### src/rtl/dmem_store_port_if.sv
// Store/read bus between the single-cycle core and the data memory responder.
// The core drives the store request; the memory answers with the addressed word.
interface dmem_store_port_if;
    logic [1:0]  memwrite;
    logic [31:0] dataadr;
    logic [31:0] writedata;
    logic [31:0] readdata;

    modport master (output memwrite, output dataadr, output writedata, input readdata);
    modport slave  (input memwrite, input dataadr, input writedata, output readdata);
endinterface

### src/rtl/dmem_store_port.sv
// Data memory responder: byte/halfword/word stores with lane merge, alignment and
// range checks, a zero-fill sweep after reset, a sticky fault flag and a store counter.
module dmem_store_port #(
    parameter int DEPTH_WORDS = 64,
    parameter int CNT_W       = 16
) (
    input  logic                 clk,
    input  logic                 reset,
    dmem_store_port_if.slave     bus,
    output logic                 busy,
    output logic                 fault,
    output logic [CNT_W-1:0]     storecount
);
    localparam int              AW        = $clog2(DEPTH_WORDS);
    localparam logic [29:0]     DEPTH_LIM = 30'(DEPTH_WORDS);
    localparam logic [AW-1:0]   LAST_IDX  = AW'(DEPTH_WORDS - 1);

    typedef enum logic {CLEAR, READY} state_t;

    state_t          state;
    logic [AW-1:0]   sweep_idx;
    logic [31:0]     mem [DEPTH_WORDS];

    logic [29:0]     widx;
    logic            in_range;
    logic            aligned;
    logic            accept;
    logic            reject;
    logic [3:0]      lane_en;
    logic [31:0]     lane_data;

    assign widx     = bus.dataadr[31:2];
    assign in_range = widx < DEPTH_LIM;

    // Replicating the store data across lanes lets every lane take its byte from the same position.
    always_comb begin
        aligned   = 1'b1;
        lane_en   = 4'b0000;
        lane_data = bus.writedata;
        case (bus.memwrite)
            2'b01: begin
                lane_en   = 4'b0001 << bus.dataadr[1:0];
                lane_data = {4{bus.writedata[7:0]}};
            end
            2'b10: begin
                aligned   = ~bus.dataadr[0];
                lane_en   = bus.dataadr[1] ? 4'b1100 : 4'b0011;
                lane_data = {2{bus.writedata[15:0]}};
            end
            2'b11: begin
                aligned   = (bus.dataadr[1:0] == 2'b00);
                lane_en   = 4'b1111;
            end
            default: ;
        endcase
    end

    assign accept = (state == READY) && (bus.memwrite != 2'b00) && in_range && aligned;
    assign reject = (bus.memwrite != 2'b00) && !accept;

    always_ff @(posedge clk or negedge reset) begin
        if (!reset) begin
            state      <= CLEAR;
            sweep_idx  <= '0;
            busy       <= 1'b1;
            fault      <= 1'b0;
            storecount <= '0;
        end else begin
            case (state)
                CLEAR: begin
                    sweep_idx <= sweep_idx + 1'b1;
                    if (sweep_idx == LAST_IDX) begin
                        state <= READY;
                        busy  <= 1'b0;
                    end
                end
                READY: ;
                default: state <= CLEAR;
            endcase
            if (reject)
                fault <= 1'b1;
            if (accept && (storecount != '1))
                storecount <= storecount + 1'b1;
        end
    end

    // The array has no reset; the sweep is what re-zeroes it.
    always_ff @(posedge clk) begin
        if (state == CLEAR) begin
            mem[sweep_idx] <= '0;
        end else if (accept) begin
            for (int k = 0; k < 4; k++) begin
                if (lane_en[k])
                    mem[widx[AW-1:0]][8*k +: 8] <= lane_data[8*k +: 8];
            end
        end
    end

    always_comb begin
        bus.readdata = '0;
        if (!busy && in_range)
            bus.readdata = mem[widx[AW-1:0]];
    end
endmodule

### src/flat_wrapper.sv
// flat-port wrapper written by rule: the top's interface ports become plain ports
module dmem_store_port_flat 
#(
    parameter int DEPTH_WORDS = 64,
    parameter int CNT_W       = 16
)
  (clk, reset, busy, fault, storecount, bus_memwrite, bus_dataadr, bus_writedata, bus_readdata);
  dmem_store_port_if bus_i ();
  input  logic clk;
  input  logic reset;
  output logic busy;
  output logic fault;
  output logic [CNT_W-1:0] storecount;
  input wire logic [$bits(bus_i.memwrite)-1:0] bus_memwrite;
  input wire logic [$bits(bus_i.dataadr)-1:0] bus_dataadr;
  input wire logic [$bits(bus_i.writedata)-1:0] bus_writedata;
  output wire logic [$bits(bus_i.readdata)-1:0] bus_readdata;
  assign bus_i.memwrite = bus_memwrite;
  assign bus_i.dataadr = bus_dataadr;
  assign bus_i.writedata = bus_writedata;
  assign bus_readdata = bus_i.readdata;
  dmem_store_port #(.DEPTH_WORDS(DEPTH_WORDS), .CNT_W(CNT_W)) u_core (.clk(clk), .reset(reset), .bus(bus_i), .busy(busy), .fault(fault), .storecount(storecount));
endmodule
### config.mk
export PLATFORM = sky130hd
export DESIGN_NAME = dmem_store_port_flat
export DESIGN_NICKNAME = d
export VERILOG_FILES = /design/src/rtl/dmem_store_port_if.sv /design/src/rtl/dmem_store_port.sv /design/src/flat_wrapper.sv
export SDC_FILE = /design/constraint.sdc
export NUM_CORES = 2
export LEC_CHECK = 0
export ABC_AREA = 1
export ABC_CLOCK_PERIOD_IN_PS = 5000
export BUFFER_PORTS_ARGS = -buffer_cell sky130_fd_sc_hd__buf_4
export CAP_MARGIN = 20
export CELL_PAD_IN_SITES_DETAIL_PLACEMENT = 1
export CELL_PAD_IN_SITES_GLOBAL_PLACEMENT = 1
export CORE_MARGIN = 2
export CORE_UTILIZATION = 51
export CTS_CLUSTER_SIZE = 25
export DETAILED_ROUTE_END_ITERATION = 8
export PLACE_DENSITY_LB_ADDON = 0.1
export SKIP_LAST_GASP = 1
export SLEW_MARGIN = 40
export SYNTH_ARGS = -nofsm -noshare
export SYNTH_HDL_FRONTEND = slang
export SYNTH_SLANG_ARGS = --single-unit
### constraint.sdc
create_clock -name clk -period 5 [get_ports clk]
set_input_delay 0.25 -clock clk [delete_from_list [all_inputs] [get_ports clk]]
set_output_delay 0.25 -clock clk [all_outputs]
set_load 0.05 [all_outputs]
# ---- Yosys cells after proc, flatten, opt, wreduce, memory -nomap -nowiden
# Memories as Yosys holds them, arrays and structs flattened.
# Cells that the tools add are included.
dict set report word_totals {
  reg_bits 25
  memories 1
  ramBits 2048
  in_bits 68
}
# memory words width read_ports rd_ports_with_merged_regs write_ports line
set mem_list {}
lappend mem_list {u_core.mem 64 32 1 0 1 dmem_store_port.sv:22} ;# logic [31:0] mem [DEPTH_WORDS];
dict set report op_classes {
  n_addsub 2
  n_bitwise 2
  n_eq_ne 5
  n_reduce_logical 12
  shifts 1
  mux 27
  n_lt_le_gt_ge 1
}
# cell n
set ops {}
lappend ops {{32-bit two-way mux} 2}
lappend ops {{32-bit one-hot mux with 2 select lines} 1}
lappend ops {{32-bit OR reduction} 1}
lappend ops {{30-bit by 7-bit < comparator with 1-bit output (second input constant)} 1}
lappend ops {{1-bit two-way mux} 19}
lappend ops {{16-bit by 1-bit adder with 16-bit output (second input constant)} 1}
lappend ops {{16-bit != test (second input constant)} 1}
lappend ops {{4-bit one-hot mux with 3 select lines} 1}
lappend ops {{4-bit two-way mux} 2}
lappend ops {{6-bit by 1-bit adder with 6-bit output (second input constant)} 1}
lappend ops {{6-bit equality test (second input constant)} 1}
lappend ops {{1-bit logical AND} 6}
lappend ops {{6-bit two-way mux} 1}
lappend ops {{2-bit equality test (second input constant)} 2}
lappend ops {{1-bit by 2-bit << shifter with 4-bit output (first input constant)} 1}
lappend ops {{2-bit by 1-bit equality test with 1-bit output (second input constant)} 1}
lappend ops {{1-bit zero test} 2}
lappend ops {{2-bit zero test} 1}
lappend ops {{1-bit inverter} 2}
lappend ops {{1-bit one-hot mux with 2 select lines} 1}
lappend ops {{2-bit AND reduction} 1}
lappend ops {{2-bit nonzero test} 1}

# ---- Logic depth before layout (Yosys ltp)
dict set report depth {
  ltp_word 9
  mapped_depth 18
  ltp_nobuf 16
}

# ---- Least setup slack after synthesis
# No wires, ideal clock.
dict set report synth_path {
  kind {input to register}
  start {input port bus_memwrite[0]}
  end {memory u_core.mem[0][16] (data pin)}
  path_stages 15
  t_arrival_ns 4.192
  path_slack_ns 0.452
  required_time_ns 4.644
  setup_ns 0.356
  path_cell_list {inv_1 -> ha_1 -> buf_4 -> nor2_4 -> inv_2 -> nand2_1 -> nand2_2 -> nor2_8 -> o21ai_4 -> nand2_4 -> buf_4 -> clkinv_1 -> nor2_1 -> nand2_1 -> nand2_1}
}
dict set report synth_between {
  elab_chain_len 9
}
# element line
set synth_lines {}
lappend synth_lines {{start, declared} flat_wrapper.sv:14} ;# input wire logic [$bits(bus_i.memwrite)-1:0] bus_memwrite;
lappend synth_lines {{branches (longest 8 deep; another with 32-bit OR reduction)} -}
lappend synth_lines {{32-bit two-way mux (no source line) (*)} -}
lappend synth_lines {{end, declared} dmem_store_port.sv:22}
# Mark *: on every way between the ends.

# ---- Worst setup path in the final report
dict set report layout_path {
  start {register u_core.state}
  end {memory u_core.mem[34][21], enable pin}
}
dict set report layout_between {
  elab_chain_len 8
}
# element line
set layout_lines {}
lappend layout_lines {{start, declared} dmem_store_port.sv:20} ;# state_t state;
lappend layout_lines {{start signal, assigned} dmem_store_port.sv:63} ;# state <= CLEAR;
lappend layout_lines {{start signal, assigned} dmem_store_port.sv:73} ;# state <= READY;
lappend layout_lines {{start signal, assigned} dmem_store_port.sv:78} ;# default: state <= CLEAR;
lappend layout_lines {{1-bit logical AND (3 in a row)} dmem_store_port.sv:58} ;# assign accept = (state == READY) && (bus.memwrite != 2'b00) && in_range && aligned;
lappend layout_lines {{1-bit two-way mux} dmem_store_port.sv:91} ;# end else if (accept) begin
lappend layout_lines {{1-bit two-way mux} dmem_store_port.sv:89} ;# if (state == CLEAR) begin
lappend layout_lines {{1-bit two-way mux (not written as such)} dmem_store_port.sv:94} ;# mem[widx[AW-1:0]][8*k +: 8] <= lane_data[8*k +: 8];
lappend layout_lines {{32-bit OR reduction (no source line)} -}
lappend layout_lines {{6-bit two-way mux (no source line) or 4-bit two-way mux (tied branches)} -}
# Several ways; a longest one is shown, not always the timed one.

==> summary.txt <==
Synthesis
  – Per-instance average area after synthesis: 11.7 µm²
  – Predominant post-synthesis flop cell: sky130_fd_sc_hd__edfxtp_1
  – Synth Area in Compound Gates: 0.0127
  – Post-synthesis share of cell area spent on full adders, half adders and majority gates: 0.000888
  – Combinational family with the most area after synthesis: simple AND/OR/NAND/NOR gates
  – Synth Area in XOR/XNOR: 0.00197
  – Synthesis warning total: 0
  – Share of the yosys chip area belonging to registers: 0.735
  – Number of enable-type register cells in the synthesized netlist: 2048
  – Number of instances in the synthesized netlist: about 7200
  – Synth Net Count: 7304
  – Synthesis-stage register bit count: 2073
  – Cell variety after synth: 40
  – Area share of and/or/nand/nor cells after synthesis: 0.225
  – Area of the mapped netlist: ~0.085 mm²
  – Async set-reset flop share out of synthesis: 0.0121
  – Multiplexer fraction of the synthesized cell area: 0.000118

Global routing
  – Final global-route overflow total: 0
  – Maximum number of pins on one net before global-route repair: 182
  – Initial antenna violation count: 30
  – Global routing usage summed across all routing layers: 0.343
  – Global-route wire length before repair: 420000 µm
  – Via count of the first global-routing pass: 60909

Critical path
  – Master of the slowest instance on the critical path: sky130_fd_sc_hd__nor2_1
  – Ordered cell list for the critical path: inv_2 > nor2_2 > o21ai_1 > nor2_1 > o21ai_4 > nand2_4 > nand2_1 > nand2_1 > nand2_1 > nor2_2 > nand2_1 > nor2_1
  – Number of buffers and inverters on the critical path: 1
  – Top cell family by delay on the critical path: simple AND/OR/NAND/NOR gates
  – CP dominant cell by count: sky130_fd_sc_hd__nand2_1
  – Required time of the critical path: ~5500 ps
  – Classification of the worst setup path: flop to flop
  – Setup crit end kind: flop
  – Slowest Stage Delay on Critical Path: 860 ps
  – Maximum fanout along the worst path: 17
  – Type of origin of the critical path: flop
  – Critical path data arrival time: 4830 ps

Power
  – Leak pwr: 34.4 nW
  – Worst VDD drop: 0.000382 V
  – Power per unit of standard cell area: roughly 380 mW/mm²

Detailed routing
  – Antenna Nets Post-Route: 0
  – Vias per cell: 6.20
  – DRC violation count after routing: 0
  – First-pass detailed-route iteration total: 6
  – Final wirelength: 292000 µm
  – Number of DRC violations after detailed-routing iteration 0: between 7000 and 8000
  – Via count: roughly 60000
  – Routed wire per std cell: 30.0 µm

Final layout
  – Layout overhead on the synthesized area: 13.8%
  – Share of layout cells above drive strength 1: 0.105
  – Share of the core filled with cells in the final layout: 0.583
  – Most frequent cells in the layout: sky130_fd_sc_hd__nand2_1, sky130_fd_sc_hd__edfxtp_1, sky130_fd_sc_hd__nand3_1
  – NumNets Final: 7437
  – Most common library cell in the layout ignoring fill and taps: sky130_fd_sc_hd__nand2_1

STA
  – Top achievable clock speed: 230 MHz
  – Min Clock Period, post-route: between 4000 and 5000 ps
  – Worst slew pin tran: 972 ps
  – Max-slew headroom: 0.351
  – RSZ-0062 raised after global routing: false
  – Clk_skew: approximately 41 ps
  – Hold Worst Slack: 96.2 ps
  – Slew Limit Fails: 0
  – Hold Vio Cnt, Final: 0
  – Crit share post-route: 0.870
  – Setup_tns: 0 ps
  – Total of endpoints with negative setup slack in the final report: 0

Clocking
  – # H-tree levels: 4
  – Later-pin clock latency in the skew report: ~870 ps
  – Root cell of the clock tree: sky130_fd_sc_hd__clkbuf_16
  – Clock edge transition at the registers on the reported setup and hold paths: 60 ps
  – Post-cts repair resize count: 0
  – Clock buffer depth: 3
  – Clock sink count: 2073
  – Total CTS buffers: 210
  – CTS tree: yes

Run status
  – Result of the run: finished, final reports clean

Job
  – Max_cap viols: 0

Die
  – Die width: 411 µm
  – Core area: 0.165 mm²
  – Starting Density: 0.513
  – Die extent in y: 411 µm
  – Full die area: about 0.17 mm²
  – Top Ports: 118
  – Number of core rows: approximately 150

Placement
  – Detailed-placement wirelength estimate: 181000 µm
  – Routability-driven placement congestion ratio: a little over 0.9
  – Number of buffers inserted by port buffering: about 120

Hold path
  – Hold Crit Class: input port to flop
[worst reg2reg max path, stage by stage, from the launching register on]
cell                      delay [ps]
sky130_fd_sc_hd__dfrtp_1         590
sky130_fd_sc_hd__inv_2           180
sky130_fd_sc_hd__nor2_2          170
sky130_fd_sc_hd__o21ai_1         120
sky130_fd_sc_hd__nor2_1          300
sky130_fd_sc_hd__o21ai_4         190
sky130_fd_sc_hd__nand2_4         240
sky130_fd_sc_hd__nand2_1          90
sky130_fd_sc_hd__nand2_1         120
sky130_fd_sc_hd__nand2_1         100
sky130_fd_sc_hd__nor2_2          320
sky130_fd_sc_hd__nand2_1         680
sky130_fd_sc_hd__nor2_1          870
[what timing repair did]
item,CTS,global route
setup buffers,0,0
endpoints found under the hold margin,35,0
hold buffers,7,0
[kinds of logic after synthesis]
family,Yosys count
simple gates,4416
flops,2073
buf+inv,537
compound gates,178
xor+xnor,19
fa+ha+maj,6
mux,1
[registers in the layout, summed over array words and instances, names as in the netlist]
name,cells
u_core.state,1
u_core.sweep_idx,6
u_core.busy,1
u_core.fault,1
u_core.mem,2048
u_core.storecount,16
[Yosys cell counts, types with 2 or more instances]
cell,n,area (µm²)
sky130_fd_sc_hd__dfrtp_1,24,601
sky130_fd_sc_hd__o211ai_1,2,15.0
sky130_fd_sc_hd__o21ai_0,96,480
sky130_fd_sc_hd__nand2_1,2103,7890
sky130_fd_sc_hd__ha_1,6,75.1
sky130_fd_sc_hd__edfxtp_1,2048,61500
sky130_fd_sc_hd__o21ai_1,5,25.0
sky130_fd_sc_hd__clkinv_1,3,11.3
sky130_fd_sc_hd__o22ai_1,15,93.8
sky130_fd_sc_hd__xnor2_1,4,35.0
sky130_fd_sc_hd__a31oi_1,4,25.0
sky130_fd_sc_hd__nor2_4,7,78.8
sky130_fd_sc_hd__nand3_1,1841,9210
sky130_fd_sc_hd__inv_2,9,33.8
sky130_fd_sc_hd__a311oi_1,11,96.3
sky130_fd_sc_hd__buf_1,52,195
sky130_fd_sc_hd__nand4_1,5,31.3
sky130_fd_sc_hd__nor4_1,3,18.8
sky130_fd_sc_hd__buf_2,3,15.0
sky130_fd_sc_hd__inv_1,45,169
sky130_fd_sc_hd__xor2_1,15,131
sky130_fd_sc_hd__nor2_2,11,68.8
sky130_fd_sc_hd__o221ai_1,20,175
sky130_fd_sc_hd__clkbuf_1,421,1580
sky130_fd_sc_hd__o21ai_2,2,17.5
sky130_fd_sc_hd__o21ai_4,2,32.5
sky130_fd_sc_hd__a21oi_1,19,95.1
sky130_fd_sc_hd__buf_4,3,22.5
sky130_fd_sc_hd__nor2_1,434,1630
sky130_fd_sc_hd__nor3_1,7,35.0
[layer usage]
metal  vias to the layer above  GRT usage  routed length, µm  share of wire
met3                       581     0.0756              27600          0.095
met5                         -          0                173        0.00059
met4                        24      0.142              12700          0.044
li1                      25904          -                  -              -
met1                     30786      0.464             115000           0.39
met2                      3026      0.541             136000           0.47
[worst paths after layout]
| path | from | to | slack [ps] | cells after the start |
|---|---|---|---|---|
| worst max-delay path | u_core.state | u_core.mem[34][21] | 650 | 12 |
| worst min-delay path | bus_writedata[11] | u_core.mem[21][11] | 100 | 3 |
| worst max register to register | u_core.state | u_core.mem[34][21] | 650 | 12 |
| worst min register to register | u_core.storecount[4] | u_core.storecount[4] | 530 | 1 |
| max in group asynchronous | reset | u_core.storecount[4] | 4350 | 4 |
| min in group asynchronous | reset | u_core.busy | 440 | 3 |
[final cells by class]
type                            count  area, µm²
Antenna cell                       12       30.0
Clock buffer                      258       5550
Clock inverter                    121       1020
Fill cell                       16709      68700
Inverter                           57        248
Multi-Input combinational cell   4620      20700
Sequential cell                  2073      62100
Tap cell                         2189       2740
Timing Repair Buffer              401       3760
[power by group]
group / switching, mW / total [mW] / leakage (nW) / internal, mW
sequential: 0.00000000113 / 18.8 / 16.9 / 18.8
clock: 6.72 / 15.4 / 3.21 / 8.70
combinational: 1.38 / 1.89 / 14.3 / 0.507
[metrics by stage]
stage	total power [mW]	instances	setup WS [ps]	instance area (µm²)
3_3_place_gp	21.0	9330	692	89200
4_1_cts	36.1	9717	804	96000
2_1_floorplan	20.3	7230	452	84500
5_1_grt	36.9	9723	515	96100
6_report	36.1	9731	649	96100
3_5_place_dp	21.0	9331	667	89300
(Power assumes the default switching activity.)
